<file path="src/rtl/s820_resp_compactor.sv">
// s820 response compactor: 19-bit MISR folds LEN valid response vectors, then compares to a golden signature.
// Latency: one cycle per valid vector; DONE/MATCH one cycle after the last accepted vector.
// Backpressure: none; RESP_VLD gaps simply stall the run indefinitely, and there is no timeout.
//
// Ports:
//   CK, RST            clock and synchronous active-high reset
//   START, ABORT, LEN  run control; LEN is the vector count, sampled when START is accepted
//   RESP_IN, RESP_VLD  response vector stream (G302 is bit 0)
//   EXP_SIG            golden signature, sampled in the cycle the run completes
//   SIG, REMAIN        MISR contents and the count of vectors still to go
//   BUSY, DONE, MATCH  state flags and the registered compare result
module s820_resp_compactor #(
    parameter logic [18:0] SEED = 19'h00000,
    parameter logic [18:0] POLY = 19'h00027
) (
    input  logic        CK,
    input  logic        RST,
    input  logic        START,
    input  logic        ABORT,
    input  logic [7:0]  LEN,
    input  logic [18:0] RESP_IN,
    input  logic        RESP_VLD,
    input  logic [18:0] EXP_SIG,
    output logic [18:0] SIG,
    output logic [7:0]  REMAIN,
    output logic        BUSY,
    output logic        DONE,
    output logic        MATCH
);

    typedef enum logic [1:0] {
        S_IDLE = 2'd0,
        S_RUN  = 2'd1,
        S_DONE = 2'd2
    } state_t;

    state_t      r_state;
    state_t      w_state_nxt;
    logic [18:0] r_sig;
    logic [7:0]  r_remain;
    logic        r_match;

    logic [18:0] w_sig_step;
    logic        w_abort;
    logic        w_start_ok;
    logic        w_consume;
    logic        w_last;

    // One MISR shift: shift left, fold the outgoing MSB back through POLY, inject the response.
    assign w_sig_step = {r_sig[17:0], 1'b0} ^ (r_sig[18] ? POLY : 19'h00000) ^ RESP_IN;

    // ABORT only matters once a run has been started; in IDLE it is a no-op.
    assign w_abort    = ABORT && (r_state != S_IDLE);
    // START is honoured in IDLE and DONE (restart), never mid-run, and loses to ABORT.
    assign w_start_ok = START && !w_abort && (r_state != S_RUN);
    assign w_consume  = (r_state == S_RUN) && RESP_VLD && !ABORT;
    // REMAIN of 0 cannot occur in RUN, but treating it as "last" keeps the FSM from sticking.
    assign w_last     = w_consume && (r_remain <= 8'd1);

    // State register
    always_ff @(posedge CK) begin
        if (RST) begin
            r_state <= S_IDLE;
        end else begin
            r_state <= w_state_nxt;
        end
    end

    // Next-state logic
    always_comb begin
        w_state_nxt = r_state;
        if (w_abort) begin
            w_state_nxt = S_IDLE;
        end else if (w_start_ok) begin
            w_state_nxt = (LEN != 8'd0) ? S_RUN : S_DONE;
        end else if (w_last) begin
            w_state_nxt = S_DONE;
        end
    end

    // Datapath: MISR, remaining count and the compare result.
    always_ff @(posedge CK) begin
        if (RST) begin
            r_sig    <= SEED;
            r_remain <= 8'd0;
            r_match  <= 1'b0;
        end else if (w_abort) begin
            // Signature is kept for inspection after a cancelled run.
            r_remain <= 8'd0;
            r_match  <= 1'b0;
        end else if (w_start_ok) begin
            r_sig    <= SEED;
            r_remain <= LEN;
            // A zero-length run completes immediately against the seed.
            r_match  <= (LEN == 8'd0) && (SEED == EXP_SIG);
        end else if (w_consume) begin
            r_sig    <= w_sig_step;
            if (r_remain != 8'd0) begin
                r_remain <= r_remain - 8'd1;
            end
            r_match  <= w_last && (w_sig_step == EXP_SIG);
        end
    end

    // Outputs
    always_comb begin
        SIG    = r_sig;
        REMAIN = r_remain;
        BUSY   = (r_state == S_RUN);
        DONE   = (r_state == S_DONE);
        MATCH  = r_match && (r_state == S_DONE);
    end

endmodule

</file>
<file path="config.mk">
export PLATFORM = sky130hd
export DESIGN_NAME = s820_resp_compactor
export DESIGN_NICKNAME = d
export VERILOG_FILES = /design/src/rtl/s820_resp_compactor.sv
export SDC_FILE = /design/constraint.sdc
export NUM_CORES = 1
export LEC_CHECK = 0
export CAP_MARGIN = 15
export CORE_MARGIN = 2
export CORE_UTILIZATION = 45
export DETAILED_ROUTE_END_ITERATION = 8
export PLACE_DENSITY = 0.85
export SLEW_MARGIN = 25
export SYNTH_ARGS = -nofsm -noshare
export SYNTH_HDL_FRONTEND = slang
export SYNTH_SLANG_ARGS = --single-unit
</file>
<file path="constraint.sdc">
create_clock -name CK -period 4 [get_ports CK]
set_input_delay 0.8 -clock CK [delete_from_list [all_inputs] [get_ports CK]]
set_output_delay 0.8 -clock CK [all_outputs]
set_load 0.05 [all_outputs]
</file>
Yosys cells after proc, flatten, opt, wreduce, memory -nomap -nowiden
Index checks and enable logic that the tools add are counted.
- register bits after elaboration: 30
- latch bits: 0
- memory bits (writable): 0
- memory bits (read-only): 0
- input port bits: 51
- output and inout bits: 30
- word-level logic and storage cells: 46
- memories: 0
- $add $sub $neg: 1
- $mul: 0
- div/mod/pow operators: 0
- magnitude comparators: 1
- equal/unequal tests: 4
- shift-type cells: 0
- muxes and demuxes: 11
- bitwise operators: 3
- reductions and logical operators: 22
- operator list (cell ; number):
    $mux 19 ; 2
    $mux 8 ; 3
    $eq 19x19->1 ; 1
    $logic_not 19->1 ; 1
    $xor 19x19->19 ; 1
    $xor 19x6->19 ; 1
    $reduce_bool 8->1 ; 2
    $logic_and 1x1->1 ; 9
    $le 8x1->1 const B ; 1
    $logic_not 8->1 ; 1
    $reduce_bool 2->1 ; 4
    $sub 8x1->8 const B ; 1
    $mux 2 ; 3
    $mux 6 ; 1
    $reduce_and 2->1 ; 2
    $eq 2x1->1 const B ; 1
    $eq 2x2->1 const B ; 1
    $logic_not 1->1 ; 2
    $mux 1 ; 2
    $ne 2x1->1 const B ; 1
    $reduce_or 2->1 ; 1
    $not 1->1 ; 1

Longest topological paths before layout
Gate-level depths: netlist of run 1.
- word-level depth: 7
- mapped depth: 6
- mapped depth without buffers: 6

Worst setup path after synthesis of run 1
Ideal clock, no wire load.
- kind: reg2out
- from: reg r_state[1]
- to: out MATCH
- arrival: 1.670 ns
- data required time: 3.200 ns
- path slack: 1.530 ns
- cell stages (with the launch flop): 3
- path buffers: 0
- cell sequence: dfxtp_1 > nor2b_1 > and2_1
- longest elaborated chain between the ends: 2
- ends and longest elaborated chain (element ; line ; text):
    start, declared ; 37 ; state_t r_state;
    start signal, assigned ; 65 ; r_state <= w_state_nxt;
    $eq 2x2->1 ; n/a ;
    net DONE ; 27 ; output logic DONE,
    $logic_and 1x1->1 ; 111 ; MATCH = r_match && (r_state == S_DONE);
    end, declared ; 28 ; output logic MATCH
The timed path passes the listed nets, and every way through them passes these cells.

Final worst setup path of run 1
- from: reg r_state[1]
- to: out MATCH
- longest elaborated chain between the ends: 2
- ends and longest elaborated chain (element ; line):
    $eq 2x2->1 ; 111
    $logic_and 1x1->1 ; 111
Every way passes these cells.

==> results list, run 1 <==
- Setup slack of the most critical reg-to-reg path: slightly above 2 ns
- Remaining max-slew budget at the tightest pin: between 40% and 50%
- Counting along the longest clock path gives a buffer depth of 2.
* Kind of end point of the critical path: output pin
* Warnings from Yosys: 0
- Quantity of hold-fixing buffers added after cts: 0
- Post-Place Worst Slack: around 1.3 ns
- Synthesis produced a netlist with a net count of approximately 260.
- Worst vdd rail ir drop: around 0.00020 V
- In this run, distinct cell masters in the synthesized netlist total 37.
- Number of global-route vias before repair: ~1.6k
- Worst skew pair latency: about 0.29 ns
- Result of the run: finished, final reports clean
- Wires add up to around 5000 µm.
- After clock tree synthesis, the repair step resized 0 gates.
- Of all flip-flops after synthesis, the portion carrying an async set or reset was 0%.
- DR pass1 iterations: 4
- Crit Path Category: reg -> out
- LEAKAGE: 0.8351 nW
* Wire length of the first global-routing pass: ~7900 µm
* Reported max-cap violation count: 0
* Worst R2R Start: r_state[0]
- Final slew viol count: 0
- Entering global routing, the biggest net connects 38 pins.
* Number of clock sinks: 30
- Residual DRC: 0
* Sequential cell area: 600.6 µm²
* Min Hold Slack: approximately 0.49 ns
- Relative to the synthesized area, the layout overhead comes to 52.21%.
- In this run, synthesis inferred 0 flip-flops with an integrated enable.
* Worst setup path endpoint: MATCH
* Total number of H-tree levels: 2
- The repair_antennas step left the layout with diodes totalling 0.
- Number of port buffers: 80
- The cell sitting at the root of the clock tree is a sky130_fd_sc_hd__clkbuf_8.
* Number of standard cells after synthesis: ~210
- The worst setup path is launched from a flip-flop.
* List of cells traversed by the critical path: nor2b_1 > and2_1 > clkdlybuf4s50_1
- Drt first-iter violations: 133
* Fin cells: 333
- Counting the buffers created by CTS gives 5.
- CTS tree: yes
- Routed wire length per instance: 14.95 µm
- Synthesized cell area: ~0.0018 mm²
* Power density cells: approximately 320 mW/mm²
- With fillers left out, the area of the finished cells amounts to 0.002674 mm².
- Crit path time final: approximately 2.6 ns
* Highest Clock Rate: between 300 and 400 MHz
- IO Count: between 80 and 90
- After filler insertion, the fill cell instance count of the layout stands at a little under 300.
* Effective utilization at floorplan: between 40% and 50%
- Crit path from: r_state[1]
- Std-Cell Rows: 22
* Top post-synthesis cells by count: sky130_fd_sc_hd__xnor2_1, sky130_fd_sc_hd__dfxtp_1, sky130_fd_sc_hd__nor2_1, sky130_fd_sc_hd__a211oi_1, sky130_fd_sc_hd__nand2_1
- The routed layout has 1,771 vias.
- Placeable Area: between 0.003 and 0.004 mm²
- Cell with the most instances after synthesis: sky130_fd_sc_hd__xnor2_1
* CP max stage cell: sky130_fd_sc_hd__clkdlybuf4s50_1
- Most used DFF post-synth: sky130_fd_sc_hd__dfxtp_1
- Vias/cell: between 5 and 6
- Post-layout net count: roughly 340
- After clock tree synthesis, the clock-pin slew on the worst setup and hold paths is roughly 0.060 ns.
- Final ANT Viol Nets: 0
- Worst slew pin tran: ~0.75 ns
* DP Wirelength: around 4000 µm
- The floorplan step set the die height to between 60 and 70 µm.
* Power Total: 854.4 µW
- Worst Slack Setup Final: about 1.4 ns
* Reg-to-reg endpoint: SIG[7]
- Critical Path Fanout Max: 7
- Avg Inst Size Synth: between 8 and 9 µm²
- The congestion estimate from routability-driven global placement came to between 0.8 and 0.9.
- In this run the cell area measured after placement is approximately 0.0026 mm².
* X dimension of the die: ~66 µm
- Cells fill 71.95% of the core in the end.
* Worst hold path class: reg -> reg
- Summing all multi-input logic gate instances after layout gives about 0.0011 mm².
* Post-synthesis register bit count: 30
- Ranked by total cell area, the synthesized netlist is headed by sky130_fd_sc_hd__dfxtp_1, sky130_fd_sc_hd__xnor2_1, sky130_fd_sc_hd__a211oi_1, sky130_fd_sc_hd__nor2_1, sky130_fd_sc_hd__nand2_1.
- CP Data Arrival Time: about 1.9 ns
- Number of setup violations in the final report: 0
- Setup repair after global routing missed its margin: no
- Initial antenna violation count: 0
- Number of cell instances on the worst register-to-register path: 4
- DIE AREA: around 0.0044 mm²
- Share of post-route cells with drive strength above 1: around 4.2%
- Final total negative setup slack: 0 ns
- Fraction of synthesized cell area taken by the top area cell type: roughly a third
- Total congestion overflow after global routing: 0
* Total routing resource utilization after global routing: between 20% and 30%
- The largest total area in the synthesized netlist belongs to sky130_fd_sc_hd__dfxtp_1.
* Sequential fraction of the synthesis area: between 30% and 40%
- After layout, the worst path uses approximately two thirds of the clock period.
- Critical path data required time: about 3.2 ns
- Clock skew after layout: about 0.0074 ns
* # placed instances: about 330
- Number of buffers added for setup after CTS: 0
- Slowest cell delay on critical path: roughly 0.79 ns
- Endpoints failing hold: 0
layout make-up:
type	count	area share, %
sequential	30	22.46
timing repair buffer	81	30.23
multi-input combinational	162	41.09
inverter	4	0.5615
clock inverter	1	0.1872
clock buffer	7	3.229
tap	48	2.246
cell usage in the layout, fill, tap and decap left out, types with 4 or more instances in the layout:
cell,count
sky130_fd_sc_hd__nor4_1,10
sky130_fd_sc_hd__nand3_1,6
sky130_fd_sc_hd__nand2_1,18
sky130_fd_sc_hd__a21oi_1,9
sky130_fd_sc_hd__a211oi_1,18
sky130_fd_sc_hd__clkdlybuf4s50_1,80
sky130_fd_sc_hd__nor2_1,21
sky130_fd_sc_hd__clkbuf_8,6
sky130_fd_sc_hd__xnor2_1,41
sky130_fd_sc_hd__dfxtp_1,30
sky130_fd_sc_hd__inv_1,4
kinds of logic after synthesis:
logic type	count (synthesis)	share of synthesized area, %
adder cells (fa/ha/maj)	2	1.424
flip-flops	30	34.19
AND/OR/NAND/NOR	77	23.93
buffers and inverters	14	3.276
XOR/XNOR	43	21.44
AO/OA/AOI/OAI	40	15.74
critical path: cells and delay by family, from the launching register on:
family | cells | cell delay (ns)
AND/OR/NAND/NOR | 2 | 0.35
buffers and inverters | 1 | 0.79
flip-flops | 1 | 0.41
worst min-delay path by stage:
stage / slack [ns] / cells past startpoint / startpoint / endpoint
final: 0.49 / 2 / SIG[1] / SIG[1]
after global routing: 0.53 / 2 / SIG[2] / SIG[2]
after CTS: 0.49 / 2 / SIG[1] / SIG[1]
after detailed placement: 0.48 / 2 / SIG[1] / SIG[1]
after global placement: 0.47 / 2 / SIG[1] / SIG[1]
after floorplan: 0.52 / 2 / r_state[1] / r_state[1]
metal layers:
metal  track usage [%]  up-vias  share of wire, %
met3             4.730        9               4.4
li1                  -      891                 -
met5                 0        -                 0
met2             38.63       51                49
met1             30.87      820                45
met4             9.439        0               1.6
state kept, by name (all words and copies together) (netlist names):
name,count
SIG,19
REMAIN,8
r_state,2
r_match,1
report_power, final:
group | switching [mW] | leakage [nW] | internal [mW]
logic | 0.147 | 0.543 | 0.123
clock network | 0.114 | 0.0482 | 0.139
registers | 0.0189 | 0.244 | 0.313
No activity file was read; power rests on OpenSTA's default activity.
==> inputs of run 2 (changes only) <==
- CORE_UTILIZATION: 45 -> 41
- PLACE_DENSITY: 0.85 -> 0.79
- clock period: 4 -> 2.7 ns (I/O delays scaled with it)
==> results list, run 2 (same netlist as run 1, synthesis figures left out) <==
- Result of the run: finished, final reports clean
- The total die area is 0.004824 mm² (+9.2%).
- Pin count of the biggest net entering global routing: 21 (-45%)
- The total power draw came to 1.271 mW (+49%).
- The effective utilization at floorplan came to 43.29% (-4.0 points).
* Worst hold path class: reg -> reg
- The post-route antenna net violation count came to 0 (unchanged).
* Number of buffers added for setup after CTS: 0 (unchanged)
- The number of primary I/O pins was 81 (unchanged).
* Total routing resource utilization after global routing: 21.42% (-2.4 points)
- The total congestion overflow after global routing was 0 (unchanged).
- The half-perimeter wire length after placement is 4015 µm (+1.7%).
- The largest buffer count on any clock path came to 2 (unchanged).
- List of cells traversed by the critical path: nor2b_1 > and2_1 > clkdlybuf4s50_1
- The setup skew after layout is 0.005355 ns (-0.002049 ns).
- Count of buffering cells on the critical path with inverters included: 1 (unchanged)
- The number of buffers added on ports is 80 (unchanged).
- Remaining max-slew budget at the tightest pin: 49.87% (+0.13 points)
- Leaving out fill and tap cells, the most frequent cell in the layout is sky130_fd_sc_hd__clkdlybuf4s50_1.
* Wire length of the first global-routing pass: 8266 µm (+5.3%)
- Number of setup violations in the final report: 0 (unchanged)
* M3 GR Usage: 5.523% (+0.79 points)
- Number of resized instances in the post-cts repair step: 0 (unchanged)
* Met2 demand-to-capacity share in global routing: 35.36% (-3.3 points)
- met2 is the most crowded layer.
* Critical path data required time: 2.16 ns (-1.04 ns)
- Number of clock sinks: 30 (unchanged)
- The actual transition at the worst max-transition pin came to 0.7520 ns (-0.001903 ns).
- The arrival time at the worst endpoint came to 1.80 ns (-0.05 ns).
- Dividing the final minimum period by the clock period gives 86.71%.
* Share of post-route cells with drive strength above 1: 4.878% (+0.67 points)
- Derived from the worst setup path, the maximum achievable clock frequency is approximately 430 MHz.
- The cell sitting at the root of the clock tree is a sky130_fd_sc_hd__clkbuf_8.
- CP max stage cell: sky130_fd_sc_hd__clkdlybuf4s50_1
* Final total negative setup slack: 0 ns (unchanged)
- Post-layout net count: 339 (+0.59%)
* Die H: 69.46 µm (+4.5%)
* Worst skew pair latency: 0.28 ns (about the same)
* Drt first-iter violations: 72 (-46%)
- Broken down by cell family, the worst path's largest delay share belongs to buffers and inverters.
- Power density cells: 472.2 mW/mm² (+48%)
- Area overhead of the layout relative to synthesis: 53.21%
- Slowest cell delay on critical path: 0.79 ns (about the same)
- Vias/cell: 5.365 (+0.88%)
* Flip-flop count of the largest register after layout: 19 (unchanged)
- The area of the core is 0.004058 mm² (+9.2%).
- Setup repair after global routing missed its margin: no
* Kind of end point of the critical path: output pin
- The max-capacitance violation count is 0 (unchanged).
- Std-Cell Rows: 23 (+4.5%)
* Number of antenna cells inserted: 0 (unchanged)
- The cts-stage hold buffer count came to 0 (unchanged).
- Met1 layer usage reported by global route: 27.44% (-3.4 points)
* Initial antenna violation count: 0 (unchanged)
* Routed wire length per instance: 15.10 µm (+1.0%)
- # placed instances: 329 (+1.2%)
- The detailed-router iteration count before antenna repair was 4 (unchanged).
* Fin cells: 337 (+1.2%)
- Routability Congestion: 0.8557 (+0.96%)
- The critical path is of the reg -> out type.
- For the finished layout, the period the worst path requires is approximately 2.3 ns.
* Overall routed net length: 5089 µm (+2.2%)
- X dimension of the die: 69.46 µm (+4.5%)
- The number of pins exceeding their max-slew limit in the final report was 0 (unchanged).
* CTS tree: yes
* Element type at the critical path start: flip-flop
* Residual DRC: 0 (unchanged)
- Endpoints failing hold: 0 (unchanged)
- The largest vdd supply drop was 0.0003234 V (+59%).
- The via count of the first global-routing pass was 1,735 (+6.4%).
* Total number of H-tree levels: 2 (unchanged)
- Critical Path Fanout Max: 7 (unchanged)
- The share of the core filled with cells in the final layout was 66.33% (-5.6 points).
* LEAKAGE: 0.8452 nW (+1.2%)
- Total CTS buffers: 5 (unchanged)
- The clock transition time at the flip-flop clock pins of the worst setup and hold paths came to 0.06 ns (about the same).
- In the layout the commonest cells are sky130_fd_sc_hd__clkdlybuf4s50_1, sky130_fd_sc_hd__xnor2_1, sky130_fd_sc_hd__dfxtp_1.
* Overall via count from detail_route: 1,808 (+2.1%)
* Fillcell total: 349 (+20%)
-- run 2: changes by cell type in the layout (fill, tap and decap cells not counted), sizes merged --
cell	change
buf	+2
-- run 2: report_power, final --
| part | internal [mW] | switching (mW) |
|---|---|---|
| sequential | 0.464 | 0.0288 |
| clock | 0.205 | 0.169 |
| combinational | 0.185 | 0.219 |
-- run 2: cell type report --
type                       count  area [µm²]  area share, %
sequential                    30       600.6          22.32
multi-input combinational    162        1099          40.82
clock inverter                 1       5.005         0.1860
tap                           50       62.56          2.325
inverter                       4       15.01         0.5579
timing repair buffer          83       823.3          30.59
clock buffer                   7       86.33          3.208
-- run 2: layer usage --
metal	routed length (µm)	vias to the layer above
li1	-	890
met1	2269	848
met2	2471	62
met3	281	8
met4	67	0
met5	0	-
-- run 2: stage by stage --
step                hold WS, ns  worst slack, ns  instance area, µm²
finish                   0.4878           0.3588                2691
global route             0.5306           0.2609                2691
CTS                      0.4932           0.3358                2691
detailed placement       0.4846           0.3712                2600
global placement         0.4766           0.3758                2600
floorplan                0.5201           0.4904                1757
-- run 2: worst reg2reg max path, cell delays in order (launching register included) --
cell and delay, ns:
sky130_fd_sc_hd__dfxtp_1 0.40, sky130_fd_sc_hd__nor4_4 0.44, sky130_fd_sc_hd__o2111ai_1 0.27, sky130_fd_sc_hd__nor4_1 0.34, sky130_fd_sc_hd__nand4_1 0.16, sky130_fd_sc_hd__o21ai_1 0.14
-- run 2: worst paths after layout --
kind              slack [ns]      end        from  depth (start not counted)
setup reg to reg        0.89  r_match   REMAIN[2]                          5
setup / recovery        0.36    MATCH  r_state[1]                          3
hold / removal          0.49   SIG[1]      SIG[1]                          2
hold reg to reg         0.49   SIG[1]      SIG[1]                          2
==> inputs of run 3 (changes only) <==
- CORE_MARGIN: 2 -> 3
- TNS_END_PERCENT: default -> 10
==> results list, run 3 (same netlist as run 1, synthesis figures left out) <==
- Element type at the critical path start: flip-flop
* Clock input transition at the sequential cells of the worst setup and hold paths: 0.07 ns (about the same)
- The number of primary I/O pins is 81 (unchanged).
- The worst setup path is captured at an output pin.
* Met1 Routed Length: 2252 µm (-0.75%)
- The flow ran to the end, and the final reports show no timing, DRC or antenna violations.
* Remaining max-slew budget at the tightest pin: 50.21% (+0.34 points)
- The number of setup buffers added after CTS was 0 (unchanged).
- The power density normalized to cell area was 498.0 mW/mm² (+5.5%).
- LEAKAGE: 0.8548 nW (+1.1%)
* Critical Path Fanout Max: 7 (unchanged)
* Post-layout net count: 339 (unchanged)
- The total die area came to 0.005106 mm² (+5.8%).
* Vias/cell: 5.303 (-1.2%)
- The share of the core filled with cells in the final layout came to 66.76% (+0.43 points).
- Wire length of the first global-routing pass: 8307 µm (+0.50%)
- Total congestion overflow after global routing: 0 (unchanged)
* Residual DRC: 0 (unchanged)
* Total number of H-tree levels: 2 (unchanged)
- CTS tree: yes
- The largest vdd supply drop was 0.0003129 V (-3.2%).
* Total routing resource utilization after global routing: 20.75% (-0.67 points)
- Number of port buffers: 80 (unchanged)
* Number of clock sinks: 30 (unchanged)
- The total placed cells including tap cells came to 329 (unchanged).
- Setup repair after global routing missed its margin: no
- Clock skew after layout: 0.009451 ns (+0.004096 ns)
* Routed wire length per instance: 15.42 µm (+2.1%)
- The total via count after detailed routing is 1,787 (-1.2%).
* Pin count of the biggest net entering global routing: 21 (unchanged)
- Final ANT Viol Nets: 0 (unchanged)
- The violation count after the first detailed-route iteration is 105 (+46%).
- DR pass1 iterations: 4 (unchanged)
- The worst hold path belongs to the class reg -> reg.
* Met2 layer wire length in the routed design: 2426 µm (-1.8%)
- Root buf cell: sky130_fd_sc_hd__clkbuf_8
- Share of post-route cells with drive strength above 1: 5.226% (+0.35 points)
* Leading cell types in the layout, fill and taps excluded: sky130_fd_sc_hd__clkdlybuf4s50_1, sky130_fd_sc_hd__xnor2_1, sky130_fd_sc_hd__dfxtp_1
* Endpoints failing hold: 0 (unchanged)
* Number of global-route vias before repair: 1,766 (+1.8%)
- Worst slew pin tran: 0.7469 ns (-0.005084 ns)
- Relative to the synthesized area, the layout overhead comes to 54.20%.
- The effective utilization at floorplan came to 43.29% (unchanged).
* Crit path time final: 2.339 ns (-0.002502 ns)
- Flip-flop count of the largest register after layout: 19 (unchanged)
- Detailed-routed wire length on met3: 332 µm (+18%)
- The clock latency reported for the late side of the worst-skew pair came to 0.29 ns (about the same).
- The setup TNS after final layout was 0 ns (unchanged).
* DP Wirelength: 4108 µm (+2.3%)
* Placeable Area: 0.004058 mm² (unchanged)
* CP Data Arrival Time: 1.80 ns (about the same)
* Worst Slack Setup Final: 0.3614 ns (+0.002502 ns)
* Crit Path Category: reg -> out
* Overall routed net length: 5195 µm (+2.1%)
* Final slew viol count: 0 (unchanged)
* Final period util: 86.62% (-0.093 points)
* Highest Clock Rate: 427.6 MHz (+0.11%)
- The initial antenna violation count came to 0 (unchanged).
* Post-Place Worst Slack: 0.3927 ns (+0.02149 ns)
* Quantity of hold-fixing buffers added after cts: 0 (unchanged)
* Worst-case clock buffer depth: 2 (unchanged)
- Reported max-cap violation count: 0 (unchanged)
- Number of setup violations in the final report: 0 (unchanged)
- The post-cts gate resize count came to 0 (unchanged).
- Highest layer used for signal routing: met4
* Std-Cell Rows: 23 (unchanged)
* Total CTS buffers: 5 (unchanged)
* Commonest non-fill, non-tap cell in the layout: sky130_fd_sc_hd__clkdlybuf4s50_1
* Critical path data required time: 2.16 ns (about the same)
* Routability Congestion: 0.8340 (-2.5%)
- The total power draw was 1.349 mW (+6.2%).
- The number of diodes is 0 (unchanged).
- The vertical extent of the die came to 71.46 µm (+2.9%).
- The number of non-filler instances in the completed layout is 337 (unchanged).
- X dimension of the die: 71.46 µm (+2.9%)
[run 3: worst max-delay path: stages, from the launching register on]
cell and delay (ns):
sky130_fd_sc_hd__dfxtp_1 0.41, sky130_fd_sc_hd__nor2b_1 0.17, sky130_fd_sc_hd__and2_1 0.13, sky130_fd_sc_hd__clkdlybuf4s50_1 0.79
[run 3: final cells by class]
class,instances,area [µm²]
repair buffers,83,823.3
inverters,4,15.01
well taps,50,62.56
multi-input cells,162,1099
clock buffers,5,68.82
flip-flops and latches,30,600.6
fillers,352,1349
clock inverters,3,40.04
[run 3: routing by layer]
layer | GRT usage [%] | vias to the layer above
met3 | 5.049 | 18
met5 | 0 | -
met1 | 26.90 | 798
met2 | 32.65 | 75
met4 | 9.186 | 0
li1 | - | 896
[run 3: path summary, 6_finish.rpt]
check             start  endpoint  slack, ns  cells past startpoint
min              SIG[1]    SIG[1]       0.50                      2
max          r_state[1]     MATCH       0.36                      3
max reg2reg   REMAIN[2]   r_match       0.84                      5
min reg2reg      SIG[1]    SIG[1]       0.50                      2
[run 3: stage by stage]
stage	hold slack, ns	cell area, µm²
global route	0.5074	2709
CTS	0.4910	2709
detailed placement	0.4817	2600
finish	0.4964	2709
global placement	0.4769	2600
floorplan	0.5201	1757
[run 3: power breakdown]
part | switching [mW] | internal [mW]
registers | 0.0284 | 0.464
clock network | 0.183 | 0.271
logic | 0.217 | 0.185
